**config.mk**
```make
export PLATFORM = sky130hd
export DESIGN_NAME = hamming_dec_serial_flat
export DESIGN_NICKNAME = d
export VERILOG_FILES = /design/src/rtl/hamming_dec_serial_if.sv /design/src/rtl/hamming_dec_serial.sv /design/src/flat_wrapper.sv
export SDC_FILE = /design/constraint.sdc
export NUM_CORES = 1
export LEC_CHECK = 0
export CORE_MARGIN = 2
export CORE_UTILIZATION = 45
export DETAILED_ROUTE_END_ITERATION = 12
export GPL_TIMING_DRIVEN = 0
export PLACE_DENSITY = 0.68
export SYNTH_ARGS = -nofsm -noshare
export SYNTH_HDL_FRONTEND = slang
export SYNTH_SLANG_ARGS = --single-unit
```
**constraint.sdc**
```tcl
create_clock -name clk -period 2.5 [get_ports clk]
set_input_delay 0.5 -clock clk [delete_from_list [all_inputs] [get_ports clk]]
set_output_delay 0.5 -clock clk [all_outputs]
set_load 0.02 [all_outputs]
```
**src/rtl/hamming_dec_serial_if.sv**
```systemverilog
// Serial Hamming(11,7) decoder handshake bundle: bit-serial input side,
// word-parallel output side and the optional corrected-word counter.
interface hamming_dec_serial_if;
  logic       ser_in;
  logic       in_valid;
  logic       in_ready;
  logic [6:0] data_out;
  logic [3:0] syndrome;
  logic       err_corr;
  logic       err_uncorr;
  logic       out_valid;
  logic       out_ready;
  logic [7:0] corr_count;

  // The decoder is the slave; the producer/consumer pair is the master.
  modport slave (
    input  ser_in, in_valid, out_ready,
    output in_ready, data_out, syndrome, err_corr, err_uncorr, out_valid, corr_count
  );

  modport master (
    output ser_in, in_valid, out_ready,
    input  in_ready, data_out, syndrome, err_corr, err_uncorr, out_valid, corr_count
  );
endinterface

```
**src/rtl/hamming_dec_serial.sv**
```systemverilog
// Bit-serial Hamming(11,7) SEC decoder: collects 11 bits (position 1 first),
// corrects single errors, flags syndromes 12..15. Optional HAMMING_DEC_STATS_EN.
module hamming_dec_serial (
  input  logic                  clk,
  input  logic                  rst_n,
  hamming_dec_serial_if.slave   bus
);

  typedef enum logic [1:0] {IDLE, SHIFT, CHECK, OUT} state_t;

  state_t      state_q, state_d;
  logic [3:0]  bit_cnt_q;
  logic [10:0] code_q;       // bit i holds codeword position i+1
  logic [6:0]  data_q;
  logic [3:0]  syn_q;
  logic        err_corr_q;
  logic        err_uncorr_q;

  logic        in_ready;
  logic        out_valid;
  logic        accept;
  logic        last_bit;
  logic        out_fire;

  logic [3:0]  syn_d;
  logic [10:0] flip_mask;
  logic [10:0] fixed;

  assign accept   = bus.in_valid && in_ready;
  assign last_bit = accept && (bit_cnt_q == 4'd10);
  assign out_fire = out_valid && bus.out_ready;

  // NOTE: every signal written in always_comb gets a default first, so no path leaves it unassigned and no latch is inferred.
  always_comb begin
    state_d   = state_q;
    in_ready  = 1'b0;
    out_valid = 1'b0;
    unique case (state_q)
      IDLE: begin
        in_ready = 1'b1;
        if (accept) state_d = SHIFT;
      end
      SHIFT: begin
        in_ready = 1'b1;
        if (last_bit) state_d = CHECK;
      end
      CHECK: state_d = OUT;
      OUT: begin
        out_valid = 1'b1;
        if (out_fire) state_d = IDLE;
      end
    endcase
  end

  // NOTE: sequential state uses non-blocking assignments so every register samples pre-edge values.
  always_ff @(posedge clk) begin
    if (!rst_n) begin
      state_q   <= IDLE;
      bit_cnt_q <= '0;
      code_q    <= '0;
    end else begin
      state_q <= state_d;
      if (last_bit)    bit_cnt_q <= '0;
      else if (accept) bit_cnt_q <= bit_cnt_q + 4'd1;
      if (accept) code_q[bit_cnt_q] <= bus.ser_in;
    end
  end

  // Syndrome bit k re-checks parity P(k) against the data bits it covers.
  always_comb begin
    syn_d[0] = code_q[0] ^ code_q[2] ^ code_q[4] ^ code_q[6] ^ code_q[8] ^ code_q[10];
    syn_d[1] = code_q[1] ^ code_q[2] ^ code_q[5] ^ code_q[6] ^ code_q[9] ^ code_q[10];
    syn_d[2] = code_q[3] ^ code_q[4] ^ code_q[5] ^ code_q[6];
    syn_d[3] = code_q[7] ^ code_q[8] ^ code_q[9] ^ code_q[10];
  end

  // Syndromes 0 and 12..15 match no position, so they leave the word untouched.
  always_comb begin
    flip_mask = '0;
    for (int i = 0; i < 11; i++) begin
      flip_mask[i] = (syn_d == 4'(i + 1));
    end
    fixed = code_q ^ flip_mask;
  end

  always_ff @(posedge clk) begin
    if (!rst_n) begin
      data_q       <= '0;
      syn_q        <= '0;
      err_corr_q   <= 1'b0;
      err_uncorr_q <= 1'b0;
    end else if (state_q == CHECK) begin
      data_q       <= {fixed[10], fixed[9], fixed[8], fixed[6], fixed[5], fixed[4], fixed[2]};
      syn_q        <= syn_d;
      err_corr_q   <= (syn_d != 4'd0) && (syn_d <= 4'd11);
      err_uncorr_q <= (syn_d >= 4'd12);
    end
  end

  assign bus.in_ready   = in_ready;
  assign bus.out_valid  = out_valid;
  assign bus.data_out   = data_q;
  assign bus.syndrome   = syn_q;
  assign bus.err_corr   = err_corr_q;
  assign bus.err_uncorr = err_uncorr_q;

`ifdef HAMMING_DEC_STATS_EN
  logic [7:0] corr_count_q;

  always_ff @(posedge clk) begin
    if (!rst_n) begin
      corr_count_q <= '0;
    end else if (out_fire && err_corr_q && (corr_count_q != 8'hFF)) begin
      corr_count_q <= corr_count_q + 8'd1;
    end
  end

  assign bus.corr_count = corr_count_q;
`else
  assign bus.corr_count = 8'h00;
`endif

endmodule

```
**src/flat_wrapper.sv**
```systemverilog
// flat-port wrapper written by rule: the top's interface ports become plain ports
module hamming_dec_serial_flat 
  (clk, rst_n, bus_ser_in, bus_in_valid, bus_out_ready, bus_in_ready, bus_data_out, bus_syndrome, bus_err_corr, bus_err_uncorr, bus_out_valid, bus_corr_count);
  hamming_dec_serial_if bus_i ();
  input  logic clk;
  input  logic rst_n;
  input wire logic [$bits(bus_i.ser_in)-1:0] bus_ser_in;
  input wire logic [$bits(bus_i.in_valid)-1:0] bus_in_valid;
  input wire logic [$bits(bus_i.out_ready)-1:0] bus_out_ready;
  output wire logic [$bits(bus_i.in_ready)-1:0] bus_in_ready;
  output wire logic [$bits(bus_i.data_out)-1:0] bus_data_out;
  output wire logic [$bits(bus_i.syndrome)-1:0] bus_syndrome;
  output wire logic [$bits(bus_i.err_corr)-1:0] bus_err_corr;
  output wire logic [$bits(bus_i.err_uncorr)-1:0] bus_err_uncorr;
  output wire logic [$bits(bus_i.out_valid)-1:0] bus_out_valid;
  output wire logic [$bits(bus_i.corr_count)-1:0] bus_corr_count;
  assign bus_i.ser_in = bus_ser_in;
  assign bus_i.in_valid = bus_in_valid;
  assign bus_i.out_ready = bus_out_ready;
  assign bus_in_ready = bus_i.in_ready;
  assign bus_data_out = bus_i.data_out;
  assign bus_syndrome = bus_i.syndrome;
  assign bus_err_corr = bus_i.err_corr;
  assign bus_err_uncorr = bus_i.err_uncorr;
  assign bus_out_valid = bus_i.out_valid;
  assign bus_corr_count = bus_i.corr_count;
  hamming_dec_serial u_core (.clk(clk), .rst_n(rst_n), .bus(bus_i));
endmodule
```
After elaboration in Yosys (flattened, before gate mapping). Cells that the tools add are included.

Add/sub/neg operators: 1. Multipliers: 0. Divide/modulo/power cells: 0. Order comparisons: 4. Eq/ne operators: 18. Shifts and indexed selects: 0. Muxes and demuxes: 9. Bitwise logic cells: 18. Reductions and logical operators: 10.

Operators with widths (count): == test 4 bit, second input constant (5); == test 4 x 3 -> 1 bit, second input constant (4); bitwise XOR 1 bit (16); bitwise mux 11 bit (1); bitwise XOR 11 bit (1); == test 4 x 2 -> 1 bit, second input constant (2); case mux 2 bit (4 select lines) (1); 2-to-1 mux 2 bit (3); != test 2 x 1 -> 1 bit, second input constant (3); logical AND 1 bit (5); less-than comparator 4 x 5 -> 1 bit, second input constant (1); adder 4 x 1 -> 4 bit, second input constant (1); demux 1 bit (select 4 bit) (1); == test 2 bit, second input constant (2); == test 4 x 1 -> 1 bit, second input constant (1); >= comparator 4 x 1 -> 1 bit, second input constant (1); >= comparator 4 bit, second input constant (1); less-or-equal comparator 4 bit, second input constant (1); nonzero test 4 bit (1); OR reduction 2 bit (2); 2-to-1 mux 1 bit (3); AND reduction 3 bit (1); == test 2 x 1 -> 1 bit, second input constant (1); zero test 2 bit (1); inverter 1 bit (1).

Flip-flop bits (word level): 30. Latch bits: 0. Memory bits (writable): 0. ROM bits: 0. Input bits: 5. Output and inout bits: 23. Word-level logic and storage cells: 67. Memories kept: 0.

Longest topological paths before layout. Gate-level depths: netlist of run 1.

Depth after elaboration: 7. Depth in mapped cells: 7. Mapped depth without buffers: 7.

Worst setup path before layout of run 1. Ideal clock, no wire load.

Path type: register to register. Start: register u_core.state_q[0]. End: register u_core.state_q[1]. Library setup time: 0.128 ns. Arrival: 1.661 ns. Data required time: 2.372 ns. Setup slack: 0.711 ns. Cell stages (with the launch flop): 8. Buffers on the path: 0. Period minus slack after synthesis: 1.789 ns. Cell sequence: dfxtp_1 > inv_1 > ha_1 > o21a_1 > nand4b_1 > a222oi_1 > mux2i_1 > nor2_1.

Word-level cells in the longest chain between the ends: 7. Elaborated cells between the ends (all ways): 15. Classes of those cells: eq/ne (6); mux (3); reduce/logical (6).

Ends and longest elaborated chain: from (decl) (line hamming_dec_serial.sv:11) `state_t state_q, state_d;`; from (signal assigned) (line hamming_dec_serial.sv:62) `state_q <= state_d;`; == test 2 x 1 -> 1 bit or zero test 2 bit (tied branches) (line hamming_dec_serial.sv:38) `unique case (state_q)`; OR reduction 2 bit (no source line); 2-to-1 mux 1 bit (line hamming_dec_serial.sv:38); logical AND 1 bit (line hamming_dec_serial.sv:29) `assign accept = bus.in_valid && in_ready;`; logical AND 1 bit (line hamming_dec_serial.sv:30) `assign last_bit = accept && (bit_cnt_q == 4'd10);`; != test 2 x 1 -> 1 bit (no source line); AND reduction 3 bit (no source line).

Parallel ways exist; a longest one is shown, timed or not. A chain may end at the register's enable or synchronous reset.

Final worst setup path of run 1.
Start: register u_core.state_q[0]. End: output port bus_in_ready.

Word-level cells in the longest chain between the ends: 3. Elaborated cells between the ends (all ways): 4. Classes of those cells: eq/ne (1); mux (1); reduce/logical (2).

Ends and longest elaborated chain: == test 2 x 1 -> 1 bit or zero test 2 bit (tied branches) (line hamming_dec_serial.sv:38); OR reduction 2 bit (no source line) *; 2-to-1 mux 1 bit * (line hamming_dec_serial.sv:38); to (decl) (line flat_wrapper.sv:10) `output wire logic [$bits(bus_i.in_ready)-1:0] bus_in_ready;`.

Every way passes the cells marked *; elsewhere a longest branch is shown, timed or not.

==> reports/qor.csv, run 1 <==
metric;value;unit
RR Endpoint;u_core.state_q[1]$_SDFFE_PN0P_;
DRC Markers;0;
gp weighted congestion;0.790;
Reg area;601;um^2
core area;3610;um^2
Syn Inst Count;178;
CTS Buffer Depth;2;
crit path launch type;flop;
number of clock sinks;30;
met3 GRT Util;4.86;%
Hold/Removal Path Class;flop to flop;
I/O pin count;28;
area share of the largest cell type after synthesis;36.1;%
vias per cell;5.00;
CP Class;flop to output port;
via count;1300;
initial DRC count;66;
Synth cell types;35;
drt wl/cell;12.8;um
Hold Crit Depth;2;
Main synth FF type;dfxtp_1;
Cell Pwr Density;877;nW/um^2
first-pass GRT wire length;5.80;mm
num rows;22;
Finish-stage setup viols;0;
grt met1 use;20.7;%
Post-Synthesis Cell Area;1660;um^2
die height;64.8;um
sequential fraction of the synthesis area;36.1;%
worst hold slack;0.484;ns
total gr overflow;0;
DPL Wire Length;2.44;mm
Max H-tree Level;2;
DIE WIDTH;64.8;um
crit path max fanout;5;
Syn. warnings;0;
CP endpoint kind;output port;
number of global-route vias before repair;1277;
Fill cells;340;
Setup Skew;0.00638;ns
setup_tns;0;ns
asr flop ratio synth;0;%
RSZ-0062 raised after global routing;false;
WP data arrival;1.86;ns
Mean Syn Cell Area;9.34;um^2
Initial Util;46.1;%
top cells by area, synth;dfxtp_1, mux2i_1, xnor2_1, ha_1, nor2_1;
clock-pin slew on the worst setup and hold paths;0.06;ns
worst-margin pin slew;0.595;ns
final WL;3.33;mm
CTS buffer count;5;
Util after Layout;56.4;%
CTS tree;done;
Fmax;0.424;GHz
Area Overhead vs Synth;22.3;%
final worst path period share;94.4;%
TritonRoute pass-1 iters;4;
hold buffer count at cts;0;
beginning of the worst hold path;u_core.bus.err_corr$_SDFFE_PN0P_;
nets;224;
setup bufs post-CTS;0;
PortBufs;19;
cell taking the most area after synthesis;dfxtp_1;
minimum clock period;2.36;ns
CTS root buffer;clkbuf_8;
Resized Gates After CTS;0;
R2R cell count;7;
diodes inserted;0;
worst vdd ir;625;uV
multi-input gate area in the final layout;980;um^2
WP data required;2.00;ns
commonest non-fill, non-tap cells in the layout;dfxtp_1, nor2_1, clkdlybuf4s50_1, nand2_1, mux2i_1;
largest net degree at the start of global routing;11;
FF-to-FF Start;u_core.state_q[0]$_SDFFE_PN0P_;
Pins Over Slew Limit;0;
initial antenna violation count;0;
antenna-violating nets left;0;
commonest non-fill, non-tap cell in the layout;dfxtp_1;
number of flops mapped to enable cells by yosys;0;
layout cell share with drive strength beyond 1;12.3;%
status;complete, no violations;
Slew HR;60.1;%
Die Area;4200;um^2
global-route layer with the greatest usage;met2;
Min-Delay Endpoint;u_core.bus.err_corr$_SDFFE_PN0P_;
Final Hold Fails;0;
Synth Register Bits;30;
P_leak;0.861;nW
clk_lat worst skew;0.28;ns
reg2reg setup slack;0.47;ns
met2 Usage GRT;31.1;%
total track usage;17.8;%
max cap viols;0;
-- logic make-up after synthesis --
family                   Yosys count  synth area share [%]
flip-flops                        30                  36.1
multiplexers                      14                  8.43
other                              1                 0.226
XOR/XNOR                          21                  15.1
buffers and inverters             21                  6.55
AND/OR/NAND/NOR                   56                  18.1
adder cells (fa/ha/maj)            8                  6.02
AO/OA/AOI/OAI                     27                  9.41
-- Yosys cell counts (2+ instances only) --
cell,number
dfxtp_1,30
nor2_1,23
nand2_1,17
mux2i_1,14
xnor2_1,12
a21oi_1,10
o21ai_0,10
buf_4,8
ha_1,8
inv_1,6
clkbuf_1,5
a211oi_1,4
xor2_1,3
and4b_1,2
nand4b_1,2
nor3_1,2
nor3b_1,2
nor4_2,2
xnor2_2,2
-- area by class of cell --
class | count | share of cell area (%)
Buffer | 14 | 4.06
Tap cell | 48 | 2.95
Inverter | 7 | 1.29
Sequential cell | 30 | 29.5
Timing Repair Buffer | 19 | 9.35
Clock buffer | 6 | 4.06
Clock inverter | 2 | 0.615
Multi-Input combinational cell | 134 | 48.2
-- metrics by stage --
step	instances	power, mW	setup slack, ns	instance area (um^2)
2_1_floorplan	185	1.14	0.711	1690
5_1_grt	260	1.91	0.0686	2030
3_3_place_gp	252	1.36	0.162	1940
6_report	260	1.79	0.141	2030
4_1_cts	260	1.80	0.137	2030
3_5_place_dp	252	1.38	0.122	1940
-- power breakdown --
part	internal, mW	total (mW)	switching (mW)	leakage [nW]
logic	0.327	0.736	0.409	0.571
clock network	0.221	0.407	0.186	0.0472
registers	0.576	0.643	0.0670	0.243
-- state kept, by name (all words and copies together), names as in the netlist --
register and cells:
u_core.bus.syndrome 4, u_core.state_q 2, u_core.bit_cnt_q 4, u_core.bus.err_corr 1, u_core.bus.data_out 7, u_core.bus.err_uncorr 1, u_core.code_q 11
-- worst max-delay path: stages (launching register included) --
cell and delay [ns]:
dfxtp_1 0.40, inv_1 0.08, ha_1 0.25, or2_2 0.30
clkdlybuf4s50_1 0.55
-- worst max path at each step --
stage,from,end,slack (ns),cells past startpoint
after floorplan,u_core.state_q[0]$_SDFFE_PN0P_,u_core.state_q[1]$_SDFFE_PN0P_,0.71,7
after global placement,bus_in_valid,u_core.state_q[1]$_SDFFE_PN0P_,0.16,6
after detailed placement,bus_in_valid,u_core.state_q[1]$_SDFFE_PN0P_,0.12,6
after CTS,u_core.state_q[0]$_SDFFE_PN0P_,bus_in_ready,0.14,4
after global routing,u_core.state_q[0]$_SDFFE_PN0P_,bus_in_ready,0.07,4
final,u_core.state_q[0]$_SDFFE_PN0P_,bus_in_ready,0.14,4
-- per-layer routing --
layer | part of all wire [%] | vias to the layer above
met5 | 0 | -
met1 | 44 | 612
met3 | 4.4 | 5
met4 | 1.3 | 0
li1 | - | 652
met2 | 50 | 31
(Power assumes the default switching activity.)
==> run 2: changes to the inputs <==
- CTS_CLUSTER_SIZE: unset -> 12
- RECOVER_POWER: unset -> 25
==> reports/qor.csv, run 2 (synthesis results as in run 1) <==
metric;value;unit
initial DRC count;69;
die height;64.8;um
total track usage;17.8;%
via count;1307;
largest net degree at the start of global routing;11;
clk_lat worst skew;0.28;ns
gp weighted congestion;0.790;
PortBufs;19;
hold buffer count at cts;0;
initial antenna violation count;0;
WP data required;2.00;ns
P_leak;0.874;nW
final worst path period share;94.4;%
DRC Markers;0;
number of clock sinks;30;
TritonRoute pass-1 iters;4;
CTS tree;done;
Tot Pwr;1.78;mW
final WL;3.34;mm
core area;3610;um^2
pre-CTS setup slack;0.122;ns
max cap viols;0;
Finish-stage setup viols;0;
Cell Pwr Density;874;nW/um^2
Hold/Removal Path Class;flop to flop;
first-pass GRT wire length;5.80;mm
Slew HR;59.9;%
status;complete, no violations;
clock-pin slew on the worst setup and hold paths;0.07;ns
Area Overhead vs Synth;22.2;%
CP Class;flop to output port;
commonest non-fill, non-tap cells in the layout;dfxtp_1, nor2_1, nand2_1, clkdlybuf4s50_1, mux2i_1;
RSZ-0062 raised after global routing;false;
Fmax;0.424;GHz
setup_tns;0;ns
num rows;22;
commonest non-fill, non-tap cell in the layout;dfxtp_1;
CTS root buffer;clkbuf_8;
Resized Gates After CTS;0;
Die Area;4200;um^2
worst-margin pin slew;0.598;ns
number of global-route vias before repair;1277;
CP endpoint kind;output port;
Crit-path slowest cell;clkdlybuf4s50_1;
Pins Over Slew Limit;0;
CTS Buffer Depth;2;
DIE WIDTH;64.8;um
slowest stage delay, CP;0.55;ns
vias per cell;5.03;
worst-path cell chain;inv_1 -> ha_1 -> or2_2 -> clkdlybuf4s50_1;
DPL Wire Length;2.44;mm
WP data arrival;1.86;ns
nets;224;
antenna-violating nets left;0;
final instance area;2030;um^2
Setup Skew;0.00562;ns
most flop-heavy register;u_core.code_q;
worst vdd ir;629;uV
crit path launch type;flop;
I/O pin count;28;
crit path max fanout;5;
Final Hold Fails;0;
Initial Util;46.1;%
Max H-tree Level;2;
minimum clock period;2.36;ns
Fill cells;341;
WP buf/inv;2;
Largest delay share family, worst path;buffers and inverters;
worst hold slack;0.484;ns
Setup WS post-layout;0.139;ns
CTS buffer count;5;
diodes inserted;0;
setup bufs post-CTS;0;
placed cell area;1940;um^2
Largest register FFs;11;
drt wl/cell;12.8;um
total gr overflow;0;
layout cell share with drive strength beyond 1;11.3;%
[run 2: cell count changes in the layout (fill, tap and decap cells not counted), sizes merged]
cell           before  now
clkdlybuf4s50      19   15
dlygate4sd3         0    4
buf                 9    8
clkbuf             11   12
[run 2: tightest hold or removal path: stages (launching register included)]
cell	delay (ns)
dfxtp_1	0.31
nand2_1	0.06
o32ai_1	0.07
[run 2: path summary, 6_finish.rpt]
path | from | endpoint | slack, ns | cells after the start
setup / recovery | u_core.state_q[0]$_SDFFE_PN0P_ | bus_in_ready | 0.14 | 4
hold / removal | u_core.bus.err_corr$_SDFFE_PN0P_ | u_core.bus.err_corr$_SDFFE_PN0P_ | 0.48 | 2
setup reg to reg | u_core.state_q[0]$_SDFFE_PN0P_ | u_core.state_q[0]$_SDFFE_PN0P_ | 0.47 | 7
hold reg to reg | u_core.bus.err_corr$_SDFFE_PN0P_ | u_core.bus.err_corr$_SDFFE_PN0P_ | 0.48 | 2
[run 2: final cells by class]
cell class | instances | area [um^2] | area share (%)
clock inverter | 2 | 12.5 | 0.616
tap | 48 | 60.1 | 2.96
timing repair buffer | 19 | 190 | 9.36
multi-input combinational | 134 | 977 | 48.1
buffer | 14 | 82.6 | 4.06
inverter | 7 | 26.3 | 1.29
sequential | 30 | 601 | 29.6
clock buffer | 6 | 82.6 | 4.06
[run 2: where the power goes]
part	internal (mW)	switching [mW]
logic	0.319	0.409
clock network	0.221	0.187
registers	0.576	0.0656
[run 2: per-stage QoR]
step / cells / utilization (%)
2_1_floorplan: 185 / -
3_3_place_gp: 252 / 53.8
3_5_place_dp: 252 / 53.8
4_1_cts: 260 / 56.4
5_1_grt: 260 / 56.3
6_report: 260 / 56.3
[run 2: routing by layer]
| metal | vias to the layer above | routed length (um) | global-route usage [%] |
|---|---|---|---|
| met5 | - | 0 | 0 |
| met4 | 0 | 48 | 6.65 |
| met3 | 7 | 138 | 4.86 |
| met2 | 33 | 1660 | 31.1 |
| met1 | 615 | 1490 | 20.7 |
| li1 | 652 | - | - |
==> run 3: changes to the inputs <==
- PLACE_DENSITY: 0.68 -> 0.69
- TNS_END_PERCENT: unset -> 100
==> reports/qor.csv, run 3 (synthesis results as in run 1) <==
metric;value;unit
crit path launch type;flop;
layout cell share with drive strength beyond 1;12.3;%
setup bufs post-CTS;0;
WP data arrival;1.85;ns
CTS tree;done;
most flop-heavy register;u_core.code_q;
core area;3610;um^2
first-pass GRT wire length;5.57;mm
setup_tns;0;ns
WP buf/inv;2;
Min-Delay Endpoint;u_core.bus.err_corr$_SDFFE_PN0P_;
die height;64.8;um
clock-pin slew on the worst setup and hold paths;0.07;ns
antenna-violating nets left;0;
Cell Pwr Density;949;nW/um^2
worst vdd ir;448;uV
Pins Over Slew Limit;0;
PortBufs;19;
Largest delay share family, worst path;buffers and inverters;
hold buffer count at cts;0;
pre-CTS setup slack;0.109;ns
R2R cell count;7;
Setup Skew;0.0109;ns
CTS Buffer Depth;2;
beginning of the worst hold path;u_core.bus.err_corr$_SDFFE_PN0P_;
Initial Util;46.1;%
total track usage;17.5;%
Slew HR;57.2;%
CP endpoint kind;output port;
number of clock sinks;30;
diodes inserted;0;
drt wl/cell;12.6;um
Fmax;0.425;GHz
final worst path period share;94.2;%
Setup WS post-layout;0.146;ns
WP data required;2.00;ns
slowest stage delay, CP;0.54;ns
TritonRoute pass-1 iters;4;
Crit-path slowest cell;clkdlybuf4s50_1;
via count;1277;
vias per cell;4.91;
initial DRC count;61;
commonest non-fill, non-tap cells in the layout;dfxtp_1, nor2_1, nand2_1, mux2i_1, clkdlybuf4s50_1;
FF-to-FF Start;u_core.state_q[0]$_SDFFE_PN0P_;
Hold/Removal Path Class;flop to flop;
Max H-tree Level;2;
gp weighted congestion;0.762;
DPL Wire Length;2.46;mm
Resized Gates After CTS;0;
worst-path cell chain;inv_1 -> ha_1 -> or2_2 -> clkdlybuf4s50_1;
Die Area;4200;um^2
CTS buffer count;5;
Hold Crit Depth;2;
Final Hold Fails;0;
DIE WIDTH;64.8;um
clk_lat worst skew;0.28;ns
Largest register FFs;11;
RSZ-0062 raised after global routing;false;
Area Overhead vs Synth;25.2;%
max cap viols;0;
num rows;22;
final WL;3.28;mm
minimum clock period;2.35;ns
CTS root buffer;clkbuf_8;
Finish-stage setup viols;0;
crit path max fanout;5;
worst-margin pin slew;0.635;ns
nets;224;
RR Endpoint;u_core.state_q[1]$_SDFFE_PN0P_;
I/O pin count;28;
largest net degree at the start of global routing;11;
initial antenna violation count;0;
DRC Markers;0;
Util after Layout;57.7;%
number of global-route vias before repair;1205;
CP Class;flop to output port;
reg2reg setup slack;0.42;ns
commonest non-fill, non-tap cell in the layout;dfxtp_1;
status;complete, no violations;
P_leak;0.901;nW
total gr overflow;0;
==> run 3: cell count changes in the layout (fill, tap and decap cells not counted), sizes merged <==
cell,change
bufinv,+2
clkdlybuf4s50,-1
clkinv,-1
clkinvlp,-1
dlygate4sd3,+1
==> run 3: worst max path at each step <==
stage | cells after the start | from | endpoint
2_1_floorplan | 7 | u_core.state_q[0]$_SDFFE_PN0P_ | u_core.state_q[1]$_SDFFE_PN0P_
3_3_place_gp | 6 | bus_in_valid | u_core.state_q[1]$_SDFFE_PN0P_
3_5_place_dp | 6 | bus_in_valid | u_core.state_q[1]$_SDFFE_PN0P_
4_1_cts | 4 | u_core.state_q[0]$_SDFFE_PN0P_ | bus_in_ready
5_1_grt | 4 | u_core.state_q[0]$_SDFFE_PN0P_ | bus_in_ready
6_report | 4 | u_core.state_q[0]$_SDFFE_PN0P_ | bus_in_ready
==> run 3: layout make-up <==
cell class                      instances  area (um^2)
Fill cell                             340         1520
Multi-Input combinational cell        134          980
Sequential cell                        30          601
Timing Repair Buffer                   19          190
Clock buffer                            6         82.6
Buffer                                 14         82.6
Clock inverter                          2         60.1
Tap cell                               48         60.1
Inverter                                7         26.3
==> run 3: per-layer routing <==
layer / global-route usage [%] / wire length, um / vias up
met5: 0 / 0 / -
met4: 6.91 / 27 / 0
met3: 4.69 / 123 / 2
met2: 28.5 / 1580 / 30
met1: 21.8 / 1540 / 592
li1: - / - / 653
==> run 3: tightest hold or removal path, delay by kind of cell (launching register included) <==
kind	cells	cell delay, ns
flip-flops	1	0.31
AO/OA/AOI/OAI	1	0.07
AND/OR/NAND/NOR	1	0.05
==> run 3: per-stage QoR <==
stage / total power [mW] / area [um^2] / hold WS, ns / cells
finish: 1.98 / 2080 / 0.479 / 260
detailed placement: 1.39 / 1940 / 0.475 / 252
global route: 2.09 / 2080 / 0.503 / 260
global placement: 1.36 / 1940 / 0.467 / 252
CTS: 2.00 / 2080 / 0.484 / 260
floorplan: 1.14 / 1690 / 0.478 / 185
==> run 3: report_power, final <==
group	switching [mW]	leakage (nW)	internal, mW
sequential	0.0605	0.243	0.575
clock	0.186	0.0714	0.425
combinational	0.412	0.587	0.317
